File: config.mk
export PLATFORM = sky130hd
export DESIGN_NAME = mem_arbiter
export DESIGN_NICKNAME = d
export VERILOG_FILES = /design/src/rtl/mem_arbiter.sv
export SDC_FILE = /design/constraint.sdc
export NUM_CORES = 1
export LEC_CHECK = 0
export BUFFER_PORTS_ARGS = -buffer_cell sky130_fd_sc_hd__buf_2
export CAP_MARGIN = 15
export CORE_MARGIN = 2
export CORE_UTILIZATION = 48
export CTS_BUF_LIST = sky130_fd_sc_hd__clkbuf_2 sky130_fd_sc_hd__clkbuf_4 sky130_fd_sc_hd__clkbuf_8
export CTS_CLUSTER_SIZE = 25
export DETAILED_ROUTE_END_ITERATION = 16
export PLACE_DENSITY = 0.82
export SYNTH_ARGS = -nofsm -noshare
export SYNTH_HDL_FRONTEND = slang
export SYNTH_SLANG_ARGS = --single-unit
File: constraint.sdc
create_clock -name clk -period 5.4 [get_ports clk]
set_input_delay 1.08 -clock clk [delete_from_list [all_inputs] [get_ports clk]]
set_output_delay 1.08 -clock clk [all_outputs]
set_load 0.02 [all_outputs]
File: src/rtl/mem_arbiter.sv
// mem_arbiter: two-port memory arbiter, one outstanding access at a time.
// Define ARB_ROUND_ROBIN_EN for round-robin tie-break (default: port 0 fixed priority).
module mem_arbiter (
  input  logic        clk,
  input  logic        rst,
  input  logic        m0_req,
  input  logic        m0_we,
  input  logic [31:0] m0_addr,
  input  logic [31:0] m0_wdata,
  output logic [31:0] m0_rdata,
  output logic        m0_ack,
  output logic        m0_err,
  input  logic        m1_req,
  input  logic        m1_we,
  input  logic [31:0] m1_addr,
  input  logic [31:0] m1_wdata,
  output logic [31:0] m1_rdata,
  output logic        m1_ack,
  output logic        m1_err,
  output logic        mem_en,
  output logic        mem_we,
  output logic [31:0] mem_addr,
  output logic [31:0] mem_wdata,
  input  logic [31:0] mem_rdata,
  input  logic        mem_ready,
  output logic        busy
);

  typedef enum logic [1:0] {
    IDLE   = 2'd0,
    SERVE0 = 2'd1,
    SERVE1 = 2'd2
  } state_e;

  state_e      state_q, state_d;
  logic [31:0] addr_q, addr_d;
  logic [31:0] wdata_q, wdata_d;
  logic        we_q, we_d;
  logic [8:0]  cnt_q, cnt_d;
  logic [31:0] rd0_q, rd0_d;
  logic [31:0] rd1_q, rd1_d;
  logic        ack0_q, ack0_d;
  logic        ack1_q, ack1_d;
  logic        err0_q, err0_d;
  logic        err1_q, err1_d;
  logic        gnt0, gnt1;
  logic        tie_to1;
  logic        timeout;

`ifdef ARB_ROUND_ROBIN_EN
  // Pointer holds the port that wins the next tie, i.e. not the last granted.
  logic rr_q, rr_d;

  always_comb begin
    rr_d = rr_q;
    if (gnt0) begin
      rr_d = 1'b1;
    end else if (gnt1) begin
      rr_d = 1'b0;
    end
  end

  always_ff @(posedge clk or posedge rst) begin
    if (rst) begin
      rr_q <= 1'b0;
    end else begin
      rr_q <= rr_d;
    end
  end

  assign tie_to1 = rr_q;
`else
  assign tie_to1 = 1'b0;
`endif

  always_comb begin
    gnt0 = 1'b0;
    gnt1 = 1'b0;
    if (state_q == IDLE) begin
      unique case (1'b1)
        m0_req && m1_req: begin
          gnt0 = !tie_to1;
          gnt1 = tie_to1;
        end
        m0_req && !m1_req: gnt0 = 1'b1;
        !m0_req && m1_req: gnt1 = 1'b1;
        default: ;
      endcase
    end
  end

  always_comb begin
    state_d = state_q;
    addr_d  = addr_q;
    wdata_d = wdata_q;
    we_d    = we_q;
    cnt_d   = cnt_q;
    rd0_d   = rd0_q;
    rd1_d   = rd1_q;
    ack0_d  = 1'b0;
    ack1_d  = 1'b0;
    err0_d  = 1'b0;
    err1_d  = 1'b0;
    // 256th wait cycle without ready; ready on that cycle still wins.
    timeout = !mem_ready && (cnt_q == 9'd255);
    unique case (state_q)
      IDLE: begin
        cnt_d = '0;
        if (gnt0) begin
          state_d = SERVE0;
          addr_d  = m0_addr;
          wdata_d = m0_wdata;
          we_d    = m0_we;
        end else if (gnt1) begin
          state_d = SERVE1;
          addr_d  = m1_addr;
          wdata_d = m1_wdata;
          we_d    = m1_we;
        end
      end
      SERVE0, SERVE1: begin
        if (mem_ready || timeout) begin
          state_d = IDLE;
          ack0_d  = (state_q == SERVE0);
          ack1_d  = (state_q == SERVE1);
          err0_d  = timeout && (state_q == SERVE0);
          err1_d  = timeout && (state_q == SERVE1);
          if (mem_ready && !we_q) begin
            if (state_q == SERVE0) begin
              rd0_d = mem_rdata;
            end else begin
              rd1_d = mem_rdata;
            end
          end
        end else begin
          cnt_d = cnt_q + 9'd1;
        end
      end
      default: state_d = IDLE;
    endcase
  end

  always_ff @(posedge clk or posedge rst) begin
    if (rst) begin
      state_q <= IDLE;
      addr_q  <= '0;
      wdata_q <= '0;
      we_q    <= 1'b0;
      cnt_q   <= '0;
      rd0_q   <= '0;
      rd1_q   <= '0;
      ack0_q  <= 1'b0;
      ack1_q  <= 1'b0;
      err0_q  <= 1'b0;
      err1_q  <= 1'b0;
    end else begin
      state_q <= state_d;
      addr_q  <= addr_d;
      wdata_q <= wdata_d;
      we_q    <= we_d;
      cnt_q   <= cnt_d;
      rd0_q   <= rd0_d;
      rd1_q   <= rd1_d;
      ack0_q  <= ack0_d;
      ack1_q  <= ack1_d;
      err0_q  <= err0_d;
      err1_q  <= err1_d;
    end
  end

  assign busy      = (state_q != IDLE);
  assign mem_en    = busy;
  assign mem_we    = we_q;
  assign mem_addr  = addr_q;
  assign mem_wdata = wdata_q;
  assign m0_rdata  = rd0_q;
  assign m1_rdata  = rd1_q;
  assign m0_ack    = ack0_q;
  assign m1_ack    = ack1_q;
  assign m0_err    = err0_q;
  assign m1_err    = err1_q;

endmodule

=== Word level (Yosys, flattened, before mapping) ===
Cells that the tools add are included.

* Input port bits: 167
* Flip-flop bits (word level): 144

* Reduce and logical (&&, ||, !) cells: 23
* $add $sub $neg: 1
* Muxes and demuxes: 24
* Equality and inequality tests: 6
* Bitwise gates (word level): 1

{| class="wikitable"
|+ Operators with widths
! cell !! number
|-
| 32-bit two-way mux || 4
|-
| 9-bit one-hot mux with 2 select lines || 1
|-
| 1-bit two-way mux || 14
|-
| 9-bit by 1-bit adder with 9-bit output, second input constant || 1
|-
| 9-bit by 8-bit equality test with 1-bit output, second input constant || 1
|-
| 9-bit two-way mux || 1
|-
| 4-bit AND reduction || 2
|-
| 1-bit logical AND || 7
|-
| 2-bit two-way mux || 3
|-
| 2-bit AND reduction || 3
|-
| 2-bit nonzero test || 3
|-
| 1-bit zero test || 4
|-
| 2-bit != test, second input constant || 2
|-
| 2-bit one-hot mux with 2 select lines || 1
|-
| 2-bit OR reduction || 2
|-
| 3-bit != test, second input constant || 1
|-
| 2-bit by 1-bit equality test with 1-bit output, second input constant || 1
|-
| 2-bit equality test, second input constant || 1
|-
| 2-bit zero test || 1
|-
| 1-bit logical OR || 1
|-
| 1-bit inverter || 1
|}

=== Logic depth before layout (Yosys ltp) ===
Gate-level depths: netlist (run 1).

* Word-level depth: 7
* Depth in mapped cells: 9
* Gate-level depth less buffers: 7

=== Least setup slack after synthesis (run 1) ===
OpenSTA, ideal clock, no wires.

* Path type: register to output
* Start point: register state_q[0]
* End point: output port mem_en
* Arrival: 1339 ps
* Required time: 4320 ps
* Cell stages (with the launch flop): 6
* Buffers on the path: 2
* Setup slack: 2981 ps
* Cell sequence: dfrtp_1 inv_1 ha_1 clkbuf_1 inv_1 buf_4

* Cells in the longest elaborated chain, start to end: 1

{| class="wikitable"
|+ Ends and longest elaborated chain
! item !! line !! text
|-
| start: declaration || 35 || <nowiki>state_e state_q, state_d;</nowiki>
|-
| start signal: assignment || 157 || <nowiki>state_q <= state_d;</nowiki>
|-
| 2-bit nonzero test || 171 || <nowiki>assign busy = (state_q != IDLE);</nowiki>
|-
| end: declaration || 20 || <nowiki>output logic mem_en,</nowiki>
|}

Every way passes these cells.

=== Worst setup path after layout (run 1) ===
Ends and elaborated chain as after synthesis.

==> results of run 1 <==
sequential cells by signal, summed over array words and instances (netlist names):
| name | cells |
|---|---|
| m0_rdata | 32 |
| cnt_q | 9 |
| mem_wdata | 32 |
| m1_rdata | 32 |
| mem_addr | 32 |
| mem_we | 1 |
| m0_ack | 1 |
| m1_err | 1 |
| state_q | 2 |
| m0_err | 1 |
| m1_ack | 1 |
cells in the mapped netlist, types with 3 or more instances:
cell,instances,area (sq um)
dfrtp_1,144,3600
o21ai_0,70,350
mux2_2,62,698
a21oi_1,60,300
nand3b_1,58,435
o22ai_1,58,363
clkbuf_1,33,124
nand2_1,14,52.6
nand3_1,9,45.0
buf_1,8,30.0
buf_2,8,40.0
a22oi_1,7,52.6
inv_1,7,26.3
ha_1,5,62.6
nor2_1,3,11.3
worst max-delay path, delay by kind of cell, from the launching register on:
kind | cells | cell delay, ps
adders and majority gates | 1 | 500
buffers and inverters | 3 | 700
DFF | 1 | 410
routing by layer:
layer	vias up	global-route usage, %	part of all wire [%]
li1	2690	-	-
met1	2818	31.2	40
met2	251	42.2	51
met3	54	6.42	5.8
met4	2	11.9	3.9
met5	-	0	0.060
worst max-delay path by stage:
stage                          start       endpoint  slack, ps  cells past startpoint
final                     state_q[0]         mem_en       2280                      4
after global routing      state_q[0]           busy       2110                      4
after CTS                 state_q[0]           busy       2260                      4
after detailed placement      m1_req  mem_wdata[24]       2540                      5
after global placement        m1_req  mem_wdata[12]       2620                      5
after floorplan                  rst       cnt_q[0]        450                      1
layout by cell type (no fill, tap or decap), drive strengths merged, types with 2 or more instances in the layout:
cell	n
buf	307
dfrtp	144
o21ai	71
mux2	64
a21oi	60
nand3b	58
o22ai	58
clkbuf	19
nand2	14
inv	13
nand3	9
a22oi	7
ha	5
nor2	3
clkinvlp	3
clkinv	3
nor2b	2
nor3b	2
o211ai	2
o31ai	2
or4	2
and3	2
bufinv	2
nor3	2
a21boi	2
cells by family after synthesis:
| kind of cell | share of synthesized area [%] |
|---|---|
| compound gates | 17.9 |
| xor+xnor | 0.137 |
| fa+ha+maj | 0.975 |
| buf+inv | 3.61 |
| flops | 56.2 |
| mux | 11.2 |
| simple gates | 9.93 |
power by group:
part	total (mW)	switching, mW	internal (mW)
Sequential	1.89	0.314	1.58
Clock	0.872	0.430	0.443
Combinational	2.41	1.51	0.898
area by class of cell:
cell class,instances,area (sq um),area share (%)
Clock buffer,19,262,3.11
Clock inverter,13,149,1.77
Inverter,8,35.0,0.416
Multi-Input combinational cell,374,2600,30.9
Sequential cell,144,3600,42.8
Tap cell,176,220,2.62
Timing Repair Buffer,307,1550,18.4
metrics by stage:
stage / instances / hold slack, ps
after floorplan: 576 / 469
after global placement: 1009 / 457
after detailed placement: 1009 / 469
after CTS: 1041 / 489
after global routing: 1041 / 503
final: 1041 / 485
==> impl_metrics.json, run 1 <==
{
  "status": "completed",
  "pre_cts_slack_ps": 2540,
  "rsz0062_at_grt": "no",
  "path_class": "register to output port",
  "crit_top_cell": "inv_1",
  "synth-edff-count": 0,
  "synth_cell_types": 37,
  "postLayoutCoreUtil_pct": 64.1,
  "hold_viol_final": 0,
  "grt_max_degree": 116,
  "post_cts_buffers": 0,
  "fin_ws_ps": 2280,
  "endpoint_kind": "output port",
  "cts.htree.levels": 4,
  "path_clk_slew_ps": 80,
  "min_period_over_period_pct": 57.8,
  "setup_tns_ps": 0,
  "grt_pass1_vias": 5745,
  "dp_hpwl_mm": 12.9,
  "post_drt_wl_per_cell_um": 17.5,
  "final_nets": 1024,
  "syn_area_sq_mm": 0.00641,
  "finalPower_mw": 5.18,
  "synth-seq-cells": 144,
  "syn-num-nets": 748,
  "crit_slowest_cell": "ha_4",
  "fin_area_sq_mm": 0.00842,
  "hp-start": "mem_wdata[2]",
  "die_height_um": 120,
  "fp-row-count": 42,
  "hold_end": "mem_wdata[2]",
  "clk_latency_ps": 440,
  "synth_warnings": 0,
  "cts_buffer_depth": 2,
  "worstMarginPinSlew_ps": 1070,
  "arrival_ps": 2040,
  "first_pass_iters": 5,
  "syn2layout_area_growth_pct": 31.3,
  "r2r_slack_ps": 2820,
  "place_area_sq_mm": 0.00801,
  "crit_chain": "inv_1, ha_4, inv_1, buf_2",
  "synth.avg_cell_area_sq_um": 11.1,
  "fin_worst_skew_ps": 11.8,
  "min_period_ps": 3120,
  "cts-resized-gates": 0,
  "leakagePower_nw": 3.96,
  "coreArea_sq_mm": 0.0131,
  "cp_data_required_time_ps": 4320,
  "grtUsageTotal_pct": 25.4,
  "netlist_instances": 576,
  "cpPeakStageDelay_ps": 500,
  "fillerInstances": 1107,
  "synth-seq-area-share_pct": 56.2,
  "die-area_sq_mm": 0.0143,
  "maxCapViolations": 0,
  "worstReg2RegEnd": "mem_addr[30]",
  "io_pins": 302,
  "hold_depth": 2,
  "detail_route.drc_violations": 0,
  "gp_congestion": 0.862,
  "powerDensity_mw_per_mm2": 615,
  "tritoncts": "built",
  "vias_per_cell": 5.59,
  "fmax_mhz": 320,
  "die_w_um": 120,
  "io_buffers": 301,
  "drt_iter0_markers": 320,
  "grt_pass1_wl_mm": 28.8,
  "vias": 5815,
  "hp-class": "register to register",
  "drive_above_1_share_pct": 46.9,
  "antenna_found_initial": 1,
  "antenna_cells": 0,
  "ir_drop_mv": 0.268,
  "initial_core_util_pct": 48.8,
  "numCtsBuffers": 17,
  "cts_root_buf": "clkbuf_8",
  "synthFlopType": "dfrtp_1",
  "crit_path_max_fanout": 49,
  "finalSetupViolCount": 0,
  "slew_headroom_pct": 28.7,
  "reg2reg_depth": 6,
  "async_flop_share_pct": 100,
  "slew_viol_final": 0,
  "holdBufCountCts": 0,
  "postRouteAntennaNets": 0,
  "worstReg2RegStart": "state_q[0]",
  "clock_sinks": 144,
  "wl_mm": 18.3,
  "worstSetupStartpointType": "register",
  "grt-ovfl-total": 0
}
No activity file was read; power rests on OpenSTA's default activity.
==> run 2: changes to the inputs <==
==> constraint.sdc (replaced) <==
create_clock -name clk -period 3 [get_ports clk]
set_input_delay 0.6 -clock clk [delete_from_list [all_inputs] [get_ports clk]]
set_output_delay 0.6 -clock clk [all_outputs]
set_load 0.02 [all_outputs]
==> impl_metrics.json, run 2 (same netlist as run 1, synthesis figures left out) <==
{
  "path_clk_slew_ps": 90,
  "hp-class": "primary input to async pin",
  "die_height_um": 120,
  "io_pins": 302,
  "cts_buffer_depth": 2,
  "wl_mm": 18.5,
  "fin_area_sq_mm": 0.00850,
  "powerDensity_mw_per_mm2": 1100,
  "postRouteAntennaNets": 0,
  "slew_headroom_pct": 49.7,
  "grt-ovfl-total": 0,
  "vias_per_cell": 5.56,
  "fmax_mhz": 387,
  "crit_chain": "inv_1, ha_4, inv_1, buf_2",
  "fp-row-count": 42,
  "drt_iter0_markers": 286,
  "final_nets": 1029,
  "initial_core_util_pct": 48.8,
  "worstReg2RegEnd": "cnt_q[7]",
  "finalSetupViolCount": 0,
  "fillerInstances": 1090,
  "cts_root_buf": "clkbuf_8",
  "ir_drop_mv": 0.579,
  "worstReg2RegStart": "cnt_q[0]",
  "holdBufCountCts": 0,
  "clock_sinks": 144,
  "cts-resized-gates": 0,
  "setup_tns_ps": 0,
  "cp_num_buf_inv": 3,
  "reg2reg_depth": 7,
  "cp_data_required_time_ps": 2400,
  "rsz0062_at_grt": "no",
  "die-area_sq_mm": 0.0143,
  "min_period_ps": 2580,
  "leakagePower_nw": 4.00,
  "drive_above_1_share_pct": 47.2,
  "crit_path_max_fanout": 39,
  "vias": 5811,
  "grtUsageTotal_pct": 26.1,
  "first_pass_iters": 4,
  "antenna_found_initial": 1,
  "gp_congestion": 0.871,
  "fin_worst_skew_ps": 16.8,
  "detail_route.drc_violations": 0,
  "coreArea_sq_mm": 0.0131,
  "status": "completed",
  "final_common_cell": "buf_2",
  "post_drt_wl_per_cell_um": 17.7,
  "post-place-cells": 1014,
  "hold_viol_final": 0,
  "numCtsBuffers": 17,
  "slew_viol_final": 0,
  "dp_hpwl_mm": 13.3,
  "cpPeakStageDelay_ps": 460,
  "clk_latency_ps": 460,
  "grt_pass1_wl_mm": 29.1,
  "seq_area_sq_mm": 0.00360,
  "arrival_ps": 1980,
  "io_buffers": 301,
  "post_cts_buffers": 0,
  "crit_top_cell": "inv_1",
  "final_cells": 1046,
  "worstSetupStartpointType": "register",
  "min_period_over_period_pct": 86.1,
  "multi_input_area_sq_mm": 0.00260,
  "syn2layout_area_growth_pct": 32.5,
  "place_area_sq_mm": 0.00810,
  "r2r_slack_ps": 540,
  "crit_slowest_cell": "ha_4",
  "final_cell_mix": "300 x buf_2, 144 x dfrtp_1, 70 x o21ai_0",
  "maxCapViolations": 0,
  "worstMarginPinSlew_ps": 754,
  "die_w_um": 120,
  "grt_pass1_vias": 5708,
  "endpoint_kind": "output port",
  "tritoncts": "built",
  "grt_max_degree": 112,
  "cts.htree.levels": 4,
  "cp_top_family": "buffers and inverters",
  "path_class": "register to output port",
  "finalPower_mw": 9.33,
  "fin_hold_ws_ps": 257
}
## run 2: changes by cell type in the layout (fill, tap and decap cells not counted), sizes merged
cell,delta
inv,-4
clkbuf,+1
diode,+1
clkinv,+2
buf,+5
## run 2: cell type report
class	instances	share of cell area (%)
multi-input combinational	374	30.6
tap	176	2.59
clock inverter	11	1.56
antenna	1	0.0295
sequential	144	42.4
clock buffer	20	3.09
inverter	8	0.398
timing repair buffer	312	19.3
## run 2: through the flow
stage | util (%) | worst slack [ps]
global placement | 61.6 | 622
finish | 64.7 | 417
global route | 64.7 | 273
CTS | 64.6 | 376
detailed placement | 61.6 | 555
floorplan | - | 595
## run 2: worst max path at each step
stage / start / endpoint / slack [ps] / cells past startpoint
detailed placement: cnt_q[0] / cnt_q[7] / 550 / 7
CTS: state_q[0] / mem_en / 380 / 4
finish: state_q[0] / busy / 420 / 4
global route: state_q[0] / busy / 270 / 4
floorplan: rst / cnt_q[0] / 590 / 1
global placement: cnt_q[0] / cnt_q[7] / 620 / 7
## run 2: routing by layer
metal | up-vias | GRT usage (%) | wire, um
li1 | 2713 | - | -
met1 | 2844 | 32.6 | 7440
met2 | 206 | 43.5 | 9470
met3 | 48 | 5.66 | 949
met4 | 0 | 11.8 | 650
met5 | - | 0 | 0
## run 2: report_power, final
part	switching [mW]	internal, mW	total [mW]
registers	0.555	2.84	3.40
logic	2.74	1.65	4.39
clock network	0.767	0.782	1.55
==> run 3: changes to the inputs <==
--- a/config.mk
+++ b/config.mk
@@ -12,7 +12,7 @@
 export CTS_BUF_LIST = sky130_fd_sc_hd__clkbuf_2 sky130_fd_sc_hd__clkbuf_4 sky130_fd_sc_hd__clkbuf_8
 export CTS_CLUSTER_SIZE = 25
 export DETAILED_ROUTE_END_ITERATION = 16
-export PLACE_DENSITY = 0.82
+export PLACE_DENSITY_LB_ADDON = 0.08
 export SYNTH_ARGS = -nofsm -noshare
 export SYNTH_HDL_FRONTEND = slang
 export SYNTH_SLANG_ARGS = --single-unit
==> impl_metrics.json, run 3 (same netlist as run 1, synthesis figures left out) <==
{
  "clk_latency_ps": 450,
  "antenna_found_initial": 2,
  "tritoncts": "built",
  "powerDensity_mw_per_mm2": 1090,
  "sequentialPowerShare_pct": 36.7,
  "fin_ws_ps": 524,
  "holdBufCountCts": 0,
  "worstMarginPinSlew_ps": 649,
  "fmax_mhz": 404,
  "grt_pass1_wl_mm": 28.7,
  "leakagePower_nw": 4.00,
  "hold_viol_final": 0,
  "final_cell_mix": "301 x buf_2, 144 x dfrtp_1, 70 x o21ai_0",
  "io_pins": 302,
  "post_drt_wl_per_cell_um": 17.3,
  "gp_congestion": 0.815,
  "cts.htree.levels": 4,
  "io_buffers": 301,
  "finalPower_mw": 9.27,
  "syn2layout_area_growth_pct": 32.5,
  "postRouteAntennaNets": 0,
  "multi_input_area_sq_mm": 0.00260,
  "hp-class": "primary input to async pin",
  "path_class": "register to register",
  "first_pass_iters": 6,
  "cts_root_buf": "clkbuf_8",
  "endpoint_kind": "register",
  "finalSetupViolCount": 0,
  "setup_tns_ps": 0,
  "grt_pass1_vias": 5748,
  "final_common_cell": "buf_2",
  "maxCapViolations": 0,
  "die-area_sq_mm": 0.0143,
  "slew_headroom_pct": 56.6,
  "switchingPower_mw": 4.00,
  "crit_path_max_fanout": 18,
  "die_w_um": 120,
  "slew_viol_final": 0,
  "clock_sinks": 144,
  "die_height_um": 120,
  "min_period_over_period_pct": 82.5,
  "cts-resized-gates": 0,
  "pre_cts_slack_ps": 545,
  "fillerInstances": 1102,
  "seq_area_sq_mm": 0.00360,
  "drive_above_1_share_pct": 47.2,
  "initial_core_util_pct": 48.8,
  "detail_route.drc_violations": 0,
  "arrival_ps": 2850,
  "status": "completed",
  "worstSetupStartpointType": "register",
  "numCtsBuffers": 17,
  "p_comb_share_pct": 46.7,
  "grtUsageTotal_pct": 25.7,
  "fin_worst_skew_ps": 9.16,
  "grt-ovfl-total": 0,
  "path_clk_slew_ps": 80,
  "cp_data_required_time_ps": 3380,
  "coreArea_sq_mm": 0.0131,
  "final_nets": 1030,
  "swShare_pct": 43.2,
  "cts_buffer_depth": 2,
  "ir_drop_mv": 0.460,
  "grt_max_degree": 78,
  "p_int_mw": 5.27,
  "rsz0062_at_grt": "no",
  "min_period_ps": 2480,
  "dp_hpwl_mm": 12.9,
  "clkPwrFrac_pct": 16.6,
  "vias_per_cell": 5.53,
  "post_cts_buffers": 0,
  "wl_mm": 18.1,
  "fp-row-count": 42,
  "vias": 5787,
  "drt_iter0_markers": 324
}
run 3: final cells by class:
| type | count | area share [%] |
|---|---|---|
| Clock buffer | 19 | 3.08 |
| Timing Repair Buffer | 313 | 19.4 |
| Clock inverter | 12 | 1.57 |
| Tap cell | 176 | 2.59 |
| Antenna cell | 1 | 0.0294 |
| Inverter | 8 | 0.397 |
| Sequential cell | 144 | 42.4 |
| Multi-Input combinational cell | 374 | 30.6 |
run 3: worst paths after layout:
path,from,end,slack (ps),cells after the start
setup / recovery,cnt_q[0],cnt_q[7],520,7
hold / removal,rst,mem_wdata[3],70,2
setup reg to reg,cnt_q[0],cnt_q[7],520,7
hold reg to reg,mem_addr[28],mem_addr[28],490,2
max in group asynchronous,rst,mem_addr[4],2300,3
min in group clk,mem_rdata[24],m0_rdata[24],370,2
run 3: power groups by stage:
| stage | logic, mW | registers (mW) | clock network [mW] |
|---|---|---|---|
| floorplan | 1.76 | 4.45 | 0 |
| CTS | 4.37 | 3.40 | 1.58 |
| global placement | 4.26 | 3.37 | 0 |
| detailed placement | 4.37 | 3.42 | 0 |
| finish | 4.33 | 3.40 | 1.54 |
| global route | 4.68 | 3.52 | 1.66 |
run 3: per-stage QoR:
| stage | hold WS [ps] | std cells | util [%] | instance area [sq um] |
|---|---|---|---|---|
| after floorplan | 469 | 576 | - | 6420 |
| after global placement | 460 | 1015 | 61.7 | 8100 |
| after detailed placement | 468 | 1015 | 61.7 | 8100 |
| after CTS | 39.2 | 1046 | 64.7 | 8500 |
| after global routing | 44.9 | 1047 | 64.7 | 8500 |
| final | 70.4 | 1047 | 64.7 | 8500 |
run 3: layer usage:
metal  vias to the layer above  GRT usage (%)  part of all wire (%)  routed length [um]
li1                       2714              -                     -                   -
met1                      2828           31.2                    40                7250
met2                       208           42.9                    50                9120
met3                        35           7.27                   7.0                1270
met4                         2           11.0                   2.6                 475
met5                         -              0                 0.055                  10
run 3: worst max-delay path, stage by stage, from the launching register on:
cell and delay, ps:
dfrtp_1 420, ha_1 250, nand2_1 110, nor3_1 60
ha_1 220, or3b_1 610, or4_1 580, a21boi_1 150
